**src/rtl/div_pkg.sv**
```systemverilog
// Shared types and constants for the divider request sequencer.
package div_pkg;

    localparam int DIV_WIDTH = 32;

    // Quotient reported when the divisor is zero.
    localparam logic [DIV_WIDTH-1:0] DIV0_QUOTIENT = '1;

    typedef enum logic [1:0] {
        ST_IDLE  = 2'd0,
        ST_ISSUE = 2'd1,
        ST_WAIT  = 2'd2,
        ST_HOLD  = 2'd3
    } div_state_e;

endpackage

```
**src/rtl/div_req_fifo.sv**
```systemverilog
// Request queue: DEPTH-entry circular buffer, head visible on pop_dat.
// Latency: a push is visible at the head one cycle later; push and pop may share a cycle.
// Backpressure: push ignored while full, pop ignored while empty.
module div_req_fifo #(
    parameter int WIDTH = 64,
    parameter int DEPTH = 4
) (
    input  logic                     clk,
    input  logic                     rst_n,
    input  logic                     push,
    input  logic [WIDTH-1:0]         push_dat,
    input  logic                     pop,
    output logic [WIDTH-1:0]         pop_dat,
    output logic                     full,
    output logic                     empty,
    output logic [$clog2(DEPTH):0]   count
);

    localparam int AW = $clog2(DEPTH);

    logic [WIDTH-1:0] mem_q [DEPTH];
    logic [AW-1:0]    wr_ptr_q, wr_ptr_d;
    logic [AW-1:0]    rd_ptr_q, rd_ptr_d;
    logic [AW:0]      count_q, count_d;
    logic             do_push, do_pop;

    assign full    = (count_q == (AW+1)'(DEPTH));
    assign empty   = (count_q == '0);
    assign count   = count_q;
    assign pop_dat = mem_q[rd_ptr_q];

    always_comb begin
        do_push  = push && !full;
        do_pop   = pop && !empty;
        // DEPTH is a power of two, so pointer overflow is the modulo wrap.
        wr_ptr_d = do_push ? wr_ptr_q + AW'(1) : wr_ptr_q;
        rd_ptr_d = do_pop  ? rd_ptr_q + AW'(1) : rd_ptr_q;
        count_d  = count_q;
        case ({do_push, do_pop})
            2'b10:   count_d = count_q + (AW+1)'(1);
            2'b01:   count_d = count_q - (AW+1)'(1);
            default: count_d = count_q;
        endcase
    end

    always_ff @(posedge clk or negedge rst_n) begin
        if (!rst_n) begin
            wr_ptr_q <= '0;
            rd_ptr_q <= '0;
            count_q  <= '0;
        end else begin
            wr_ptr_q <= wr_ptr_d;
            rd_ptr_q <= rd_ptr_d;
            count_q  <= count_d;
        end
    end

    always_ff @(posedge clk) begin
        if (do_push) begin
            mem_q[wr_ptr_q] <= push_dat;
        end
    end

endmodule

```
**src/rtl/div_sequencer.sv**
```systemverilog
// Queues divide requests and runs them one at a time through an external divider.
// Latency: pop one cycle after accept, div_start the cycle after; div-by-zero answers directly.
// Backpressure: req_ready drops when the queue is full; responses held until rsp_ready.
module div_sequencer
    import div_pkg::*;
#(
    parameter int WIDTH   = DIV_WIDTH,
    parameter int DEPTH   = 4,
    parameter int TIMEOUT = 64
) (
    input  logic             clk,
    input  logic             rst_n,
    input  logic             req_valid,
    output logic             req_ready,
    input  logic [WIDTH-1:0] req_dividend,
    input  logic [WIDTH-1:0] req_divisor,
    output logic             div_start,
    output logic [WIDTH-1:0] div_dividend,
    output logic [WIDTH-1:0] div_divisor,
    input  logic             div_done,
    input  logic [WIDTH-1:0] div_quotient,
    input  logic [WIDTH-1:0] div_remainder,
    output logic             rsp_valid,
    input  logic             rsp_ready,
    output logic [WIDTH-1:0] rsp_quotient,
    output logic [WIDTH-1:0] rsp_remainder,
    output logic             rsp_div0,
    output logic             rsp_timeout,
    output logic             busy
);

    localparam int CW = $clog2(TIMEOUT + 1);
    localparam int QW = $clog2(DEPTH);

    div_state_e       state_q, state_d;
    logic [WIDTH-1:0] dividend_q, dividend_d;
    logic [WIDTH-1:0] divisor_q, divisor_d;
    logic [WIDTH-1:0] quo_q, quo_d;
    logic [WIDTH-1:0] rem_q, rem_d;
    logic [CW-1:0]    cnt_q, cnt_d;
    logic             start_q, start_d;
    logic             rsp_vld_q, rsp_vld_d;
    logic             div0_q, div0_d;
    logic             tmo_q, tmo_d;
    logic             done_q;
    logic             rdy_en_q;

    logic               fifo_push, fifo_pop, fifo_full, fifo_empty;
    logic [2*WIDTH-1:0] head_dat;
    logic [WIDTH-1:0]   head_dividend, head_divisor;
    logic [QW:0]        fifo_count;
    logic               done_edge;

    // rdy_en_q keeps req_ready low during reset and until the first edge after release.
    assign req_ready     = rdy_en_q && !fifo_full;
    assign fifo_push     = req_valid && req_ready;
    assign head_dividend = head_dat[2*WIDTH-1:WIDTH];
    assign head_divisor  = head_dat[WIDTH-1:0];
    assign done_edge     = div_done && !done_q;

    div_req_fifo #(
        .WIDTH (2*WIDTH),
        .DEPTH (DEPTH)
    ) u_fifo (
        .clk      (clk),
        .rst_n    (rst_n),
        .push     (fifo_push),
        .push_dat ({req_dividend, req_divisor}),
        .pop      (fifo_pop),
        .pop_dat  (head_dat),
        .full     (fifo_full),
        .empty    (fifo_empty),
        .count    (fifo_count)
    );

    always_comb begin
        state_d    = state_q;
        dividend_d = dividend_q;
        divisor_d  = divisor_q;
        quo_d      = quo_q;
        rem_d      = rem_q;
        cnt_d      = cnt_q;
        start_d    = 1'b0;
        rsp_vld_d  = rsp_vld_q;
        div0_d     = div0_q;
        tmo_d      = tmo_q;
        fifo_pop   = 1'b0;

        case (state_q)
            ST_IDLE: begin
                if (!fifo_empty) begin
                    fifo_pop   = 1'b1;
                    dividend_d = head_dividend;
                    divisor_d  = head_divisor;
                    if (head_divisor == '0) begin
                        // Divide-by-zero never reaches the divider.
                        state_d   = ST_HOLD;
                        quo_d     = {WIDTH{&DIV0_QUOTIENT}};
                        rem_d     = head_dividend;
                        div0_d    = 1'b1;
                        tmo_d     = 1'b0;
                        rsp_vld_d = 1'b1;
                    end else begin
                        state_d = ST_ISSUE;
                        start_d = 1'b1;
                    end
                end
            end
            ST_ISSUE: begin
                state_d = ST_WAIT;
                cnt_d   = '0;
            end
            ST_WAIT: begin
                // Only a fresh rising edge counts; a done level left high is stale.
                if (done_edge) begin
                    state_d   = ST_HOLD;
                    quo_d     = div_quotient;
                    rem_d     = div_remainder;
                    div0_d    = 1'b0;
                    tmo_d     = 1'b0;
                    rsp_vld_d = 1'b1;
                end else if (cnt_q == CW'(TIMEOUT - 1)) begin
                    state_d   = ST_HOLD;
                    quo_d     = '0;
                    rem_d     = '0;
                    div0_d    = 1'b0;
                    tmo_d     = 1'b1;
                    rsp_vld_d = 1'b1;
                end else begin
                    cnt_d = cnt_q + CW'(1);
                end
            end
            ST_HOLD: begin
                if (rsp_ready) begin
                    state_d   = ST_IDLE;
                    rsp_vld_d = 1'b0;
                end
            end
            default: state_d = ST_IDLE;
        endcase
    end

    always_ff @(posedge clk or negedge rst_n) begin
        if (!rst_n) begin
            state_q    <= ST_IDLE;
            dividend_q <= '0;
            divisor_q  <= '0;
            quo_q      <= '0;
            rem_q      <= '0;
            cnt_q      <= '0;
            start_q    <= 1'b0;
            rsp_vld_q  <= 1'b0;
            div0_q     <= 1'b0;
            tmo_q      <= 1'b0;
            done_q     <= 1'b0;
            rdy_en_q   <= 1'b0;
        end else begin
            state_q    <= state_d;
            dividend_q <= dividend_d;
            divisor_q  <= divisor_d;
            quo_q      <= quo_d;
            rem_q      <= rem_d;
            cnt_q      <= cnt_d;
            start_q    <= start_d;
            rsp_vld_q  <= rsp_vld_d;
            div0_q     <= div0_d;
            tmo_q      <= tmo_d;
            done_q     <= div_done;
            rdy_en_q   <= 1'b1;
        end
    end

    assign div_start     = start_q;
    assign div_dividend  = dividend_q;
    assign div_divisor   = divisor_q;
    assign rsp_valid     = rsp_vld_q;
    assign rsp_quotient  = quo_q;
    assign rsp_remainder = rem_q;
    assign rsp_div0      = div0_q;
    assign rsp_timeout   = tmo_q;
    assign busy          = (fifo_count != '0) || (state_q != ST_IDLE);

endmodule

```
**config.mk**
```make
export PLATFORM = sky130hd
export DESIGN_NAME = div_sequencer
export DESIGN_NICKNAME = d
export VERILOG_FILES = /design/src/rtl/div_pkg.sv /design/src/rtl/div_req_fifo.sv /design/src/rtl/div_sequencer.sv
export SDC_FILE = /design/constraint.sdc
export NUM_CORES = 1
export LEC_CHECK = 0
export CAP_MARGIN = 20
export CORE_UTILIZATION = 45
export CTS_CLUSTER_DIAMETER = 120
export DETAILED_ROUTE_END_ITERATION = 8
export MAX_ROUTING_LAYER = met4
export PLACE_DENSITY = 0.74
export REMOVE_ABC_BUFFERS = 1
export SETUP_SLACK_MARGIN = 0.4
export SYNTH_ARGS = -nofsm -noshare
export SYNTH_HDL_FRONTEND = slang
export SYNTH_SLANG_ARGS = --single-unit
export TNS_END_PERCENT = 50
```
**constraint.sdc**
```tcl
create_clock -name clk -period 3.3 [get_ports clk]
set_input_delay 0.66 -clock clk [delete_from_list [all_inputs] [get_ports clk]]
set_output_delay 0.66 -clock clk [all_outputs]
set_load 0.03 [all_outputs]
```
## Word level (Yosys, flattened, before mapping)

Memory sizes are Yosys's and may differ from the RTL's.
Index checks and enable logic that the tools add are counted.
Widths: inputs -> output; s select.

- Input bits: 133
- Bits in registers: 150
- Memories kept: 1
- Memory bits (writable): 256
- Word-level logic and storage cells: 97

- Equal/unequal tests: 13
- Bitwise gates (word level): 1
- $add $sub $neg: 5
- Mux-type cells: 39
- Reduce and logical (&&, ||, !) cells: 23

Memories:

| name | words | bits a word | rd ports | clocked after memory_dff | write ports | line | RTL |
|---|---|---|---|---|---|---|---|
| u_fifo.mem_q | 4 | 64 | 1 | 0 | 1 | div_req_fifo.sv:21 | `logic [WIDTH-1:0] mem_q [DEPTH];` |

Operator list:

| operator | number |
|---|---|
| $mux 32 | 7 |
| $pmux 32 s2 | 2 |
| $logic_not 32->1 | 1 |
| $mux 1 | 17 |
| $mux 7 | 2 |
| $pmux 7 s2 | 1 |
| $mux 2 | 5 |
| $ne 2x2->1 const B | 5 |
| $pmux 2 s4 | 1 |
| $reduce_bool 2->1 | 4 |
| $add 7x1->7 const B | 1 |
| $eq 7x6->1 const B | 1 |
| $eq 2x2->1 const B | 3 |
| $pmux 3 s2 | 1 |
| $reduce_and 3->1 | 2 |
| $reduce_bool 3->1 | 2 |
| $logic_and 1x1->1 | 5 |
| $reduce_and 5->1 | 1 |
| $add 2x1->2 const B | 2 |
| $eq 2x1->1 const B | 2 |
| $pmux 1 s2 | 2 |
| $reduce_and 4->1 | 1 |
| $add 3x1->3 const B | 1 |
| $eq 3x3->1 const B | 1 |
| 9 further kinds | 11 |

## Depth between registers and ports, before layout

- Depth after elaboration: 7
- Gate-level depth with buffers: 12

## Cells and area by module

From an unflattened synthesis, not the netlist that was laid out.

- Cell total of the unflattened synthesis: 914
- Area total of the unflattened synthesis: 15770.1 µm²

By module, submodules not included:

| module | area an instance (µm²) | times used | cells each |
|---|---|---|---|
| div_req_fifo | 9655.5 | 1 | 371 |
| div_sequencer | 6114.6 | 1 | 543 |

## Least setup slack after synthesis

OpenSTA, ideal clock, no wires.

- Path kind: reg-to-reg
- Start: register u_fifo.count_q[0], in the netlist u_fifo.count[0]
- End: memory u_fifo.mem_q[0][0] (enable)
- Path slack: 0.046 ns
- Data required time: 2.871 ns
- Buffers on the path: 0
- Cell stages (with the launch flop): 4
- Data arrival time: 2.825 ns
- Path through: dfrtp_1 inv_1 a31oi_1 and3_1

- Cells in the longest elaborated chain, start to end: 7

RTL lines:

| item | line | RTL |
|---|---|---|
| start: declaration | div_req_fifo.sv:24 | `logic [AW:0] count_q, count_d;` |
| start signal: assignment | div_req_fifo.sv:54 | `count_q <= count_d;` |
| $eq 3x3->1 | div_req_fifo.sv:27 | `assign full = (count_q == (AW+1)'(DEPTH));` |
| $logic_not 1->1 | div_sequencer.sv:55 | `assign req_ready = rdy_en_q && !fifo_full;` |
| $logic_and 1x1->1 | div_sequencer.sv:55 |  |
| via req_ready | div_sequencer.sv:14 | `output logic req_ready,` |
| $logic_and 1x1->1 | div_sequencer.sv:56 | `assign fifo_push = req_valid && req_ready;` |
| $logic_and 1x1->1 | div_req_fifo.sv:33 | `do_push = push && !full;` |
| $mux 1 | div_req_fifo.sv:59 | `if (do_push) begin` |
| $mux 1 (implied by the code) | div_req_fifo.sv:60 | `mem_q[wr_ptr_q] <= push_dat;` |
| end: declaration | div_req_fifo.sv:21 |  |

The timed path passes the listed nets, and every way through them passes these cells.

## Worst setup path after layout

- Start: register u_fifo.rd_ptr_q[0]
- End: register rem_q[22], in the netlist rsp_remainder[22]

- Cells in the longest elaborated chain, start to end: 4
- Elaborated cells on any way between the ends: 7

RTL lines:

| item | line | RTL |
|---|---|---|
| start: declaration | div_req_fifo.sv:23 | `logic [AW-1:0] rd_ptr_q, rd_ptr_d;` |
| start signal: assignment | div_req_fifo.sv:53 | `rd_ptr_q <= rd_ptr_d;` |
| $mem_v2 4x64 * | n/a |  |
| $logic_not 32->1 / $mux 32 (equally long branches) | div_sequencer.sv:95 | `if (head_divisor == '0) begin` |
| $ne 2x2->1 (no line) / $mux 32 (equally long branches) | n/a |  |
| $reduce_and 4->1 (no line) / $pmux 32 s2 (equally long branches) | n/a |  |
| end signal: assignment | div_sequencer.sv:162 | `rem_q <= rem_d;` |
| end: declaration | div_sequencer.sv:39 | `logic [WIDTH-1:0] rem_q, rem_d;` |

Mark *: on every way between the ends. The rest lies on a longest branch, timed or not. The select of a mux whose other input is x is not followed.
A chain may end at the register's enable or synchronous reset.

==> flow_metrics.tcl <==
set metrics [dict create \
    status "finished clean" \
    critical_path_required_ns 3.70 \
    placed_area_um2 19400 \
    drive_gt1_frac 0.210 \
    syn_area_um2 16000 \
    cts_sinks 406 \
    rsz0062_at_grt "yes" \
    htreeDepth 2 \
    swShare 0.341 \
    skew_ns 0.0131 \
    slew_viol_final 0 \
    switching_power_mw 7.06 \
    post-place-cells 1644 \
    die-area_um2 36300 \
    yosysWarnings 0 \
    cts_root_buffer "clkbuf_16" \
    synth_top_area_cell "edfxtp_1" \
    synth_top_area_frac 0.481 \
    synth_seq_area_share 0.716 \
    p_clk_frac 0.238 \
    path_class "reg2reg" \
    ys_seq_elements 406 \
    powerDensity_nw_per_um2 984 \
    reg2reg_slack_ns 0.26 \
    setup_viol 0 \
    coreArea_um2 34700 \
    stdcell_count 1738 \
    synth_edf_count 256 \
    ant_nets 0 \
    cts-buffers-inserted 43 \
    port_buffers 266 \
    start_kind "flop" \
    rows 68 \
    p_seq_frac 0.354 \
    yosys.area_share.xor_xnor 0.00493 \
    synthMuxAreaShare 0.169 \
    synth_cells 938 \
    internal_power_mw 13.7 \
    worst_slew_pin_slew_ns 0.645 \
    fmax_mhz 329 \
    netlist_top_cells_area "edfxtp_1 (48%), dfrtp_1 (23%), mux4_2 (9.0%)" \
    clkSlewWorstSetupHoldPaths_ns 0.06 \
    grt_pass1_vias 9596 \
    start_util 0.460 \
    ios 267 \
    drtIter0Drc 490 \
    fin_tns_setup_ns 0 \
    nets 1389 \
    relSlewSlack 0.569 \
    hp-class "in2async" \
    grt.total_usage 0.204 \
    vias 9092 \
    fin_hold_ws_ns 0.0708 \
    min_period_ns 3.04 \
    async_flop_share 0.369 \
    leakagePower_nw 7.86 \
    routed_wl_um 35700 \
    area.growth.synth_to_final_pct 31.9 \
    path_max_fanout 14 \
    finalHoldViolCount 0 \
    wire_per_inst_um 20.6 \
    insertion_delay_ns 0.53 \
    hpwl_um 23000 \
    end_kind "flop" \
    grt_pass1_wl_um 54600 \
    utilization 0.607 \
    comb_power_share 0.409 \
    synth_top_family_by_area "multiplexers" \
    ys_types 38 \
    syn_area_per_cell_um2 17.0 \
    peakVddDrop_v 0.000641 \
    fillers 2585 \
    die_h_um 190 \
    synth-simple-area-share 0.0475 \
    gp_congestion 0.788 \
    grt_antenna_before_repair 5 \
    synth-main-ff-cell "edfxtp_1" \
    cts_tree "yes" \
    via_per_inst 5.23 \
    design_area_um2 21100 \
    drt-pass1-iter-count 4 \
    post-route-drc-count 0 \
    die_x_um 190 \
    gr-total-overflow 0 \
    min_period_over_period 0.920 \
    synth_compound_area_frac 0.0267 \
    yosys.area_share.adder 0.00987 \
    clk_path_buf_depth 3 \
    grt_start_max_net_pins 103 \
    cap_violations 0 \
    cp_data_arrival_time_ns 3.43 \
]
==> area by class of cell <==
| class | count | area [um2] | share of cell area |
|---|---|---|---|
| Sequential cell | 406 | 11400 | 0.543 |
| Timing Repair Buffer | 310 | 3170 | 0.150 |
| Inverter | 45 | 169 | 0.00801 |
| Multi-Input combinational cell | 438 | 4250 | 0.201 |
| Clock buffer | 53 | 1180 | 0.0558 |
| Antenna cell | 5 | 12.5 | 0.000594 |
| Tap cell | 455 | 569 | 0.0270 |
| Clock inverter | 26 | 284 | 0.0135 |
==> cell usage after synthesis, types with 3 or more instances <==
| library cell | number |
|---|---|
| and3_1 | 4 |
| nand2_1 | 106 |
| nand2b_1 | 3 |
| edfxtp_1 | 256 |
| xnor2_1 | 4 |
| buf_2 | 5 |
| buf_6 | 6 |
| ha_1 | 11 |
| a21oi_1 | 4 |
| nand4_1 | 4 |
| nand3_1 | 33 |
| buf_1 | 8 |
| inv_1 | 44 |
| o21ai_0 | 70 |
| nor4_1 | 8 |
| mux2_1 | 21 |
| clkbuf_1 | 29 |
| dfrtp_1 | 150 |
| mux4_2 | 64 |
| nor2_1 | 4 |
| nor3_1 | 3 |
| xor2_1 | 5 |
| mux2_2 | 36 |
| mux2_4 | 40 |
==> layer usage <==
layer | GRT usage | routed length [um]
met1 | 0.258 | 15000
met4 | 0.0508 | 711
met3 | 0.0456 | 2530
met5 | - | 0
met2 | 0.335 | 17500
==> power by group through the flow <==
stage / logic [mW] / registers (mW) / clock network (mW)
6_report: 8.47 / 7.33 / 4.93
5_1_grt: 9.07 / 7.45 / 5.24
4_1_cts: 8.50 / 7.34 / 5.03
3_5_place_dp: 8.29 / 7.45 / 0
3_3_place_gp: 8.14 / 7.43 / 0
2_1_floorplan: 3.69 / 8.93 / 0
==> placed cells by master (no fill, tap or decap), drive strengths merged, types with 2 or more instances in the layout <==
master	instances
clkdlybuf4s50	265
edfxtp	256
dfrtp	150
nand2	106
mux2	97
o21ai	70
mux4	64
clkbuf	53
inv	45
buf	45
nand3	33
clkinv	17
ha	11
nor4	8
bufinv	6
diode	5
xor2	5
and3	4
nand4	4
a21oi	4
nor2	4
xnor2	4
nor3	3
clkinvlp	3
nand2b	3
and2	2
o311a	2
mux2i	2
nor2b	2
a21o	2
a211oi	2
==> worst max-delay path, cell delays in order (launching register included) <==
cell	delay, ns
dfrtp_4	0.51
buf_12	0.14
mux4_2	0.54
nor4_4	0.31
buf_4	0.16
nand4_1	0.17
or2_4	0.30
a21o_4	0.27
buf_12	0.18
mux2_1	0.33
==> metrics by stage <==
step | power (mW) | setup slack (ns)
floorplan | 12.6 | -2.59
global placement | 15.6 | 0.113
detailed placement | 15.7 | 0.0716
CTS | 20.9 | 0.255
global route | 21.8 | 0.208
finish | 20.7 | 0.264
==> timing repair <==
| action | in CTS | in global routing |
|---|---|---|
| setup buffers | 3 | 7 |
| setup endpoints to repair | 68 | 69 |
| gates resized for setup | 8 | 5 |
| hold buffers | 0 | 0 |
| pin swaps | 3 | 2 |
==> cell families (layout without fill, tap and decap cells) <==
logic type | after synthesis | in the layout
adders and majority gates | 12 | 12
and+or+nand+nor | 172 | 172
other | 1 | 6
muxes | 163 | 163
xor gates and xnor gates | 9 | 9
AOI/OAI and AO/OA | 81 | 81
DFF | 406 | 406
buffers and inverters | 94 | 434
==> state kept, by name (all words and copies together) (netlist names), 2 cells and up <==
signal           count
div_dividend        32
rsp_remainder       32
u_fifo.wr_ptr_q      2
u_fifo.rd_ptr_q      2
div_divisor         32
cnt_q                7
rsp_quotient        32
u_fifo.count         3
u_fifo.mem_q       256
state_q              2
==> final timing paths <==
| kind | start | to | cells after the start |
|---|---|---|---|
| setup / recovery | u_fifo.rd_ptr_q[0] | rsp_remainder[22] | 9 |
| hold / removal | rst_n | rsp_quotient[16] | 1 |
| setup reg to reg | u_fifo.rd_ptr_q[0] | rsp_remainder[22] | 9 |
| hold reg to reg | div_dividend[27] | div_dividend[27] | 2 |
| max in group asynchronous | rst_n | u_fifo.rd_ptr_q[0] | 2 |
| min in group clk | div_dividend[27] | div_dividend[27] | 2 |
(Power assumes the default switching activity.)
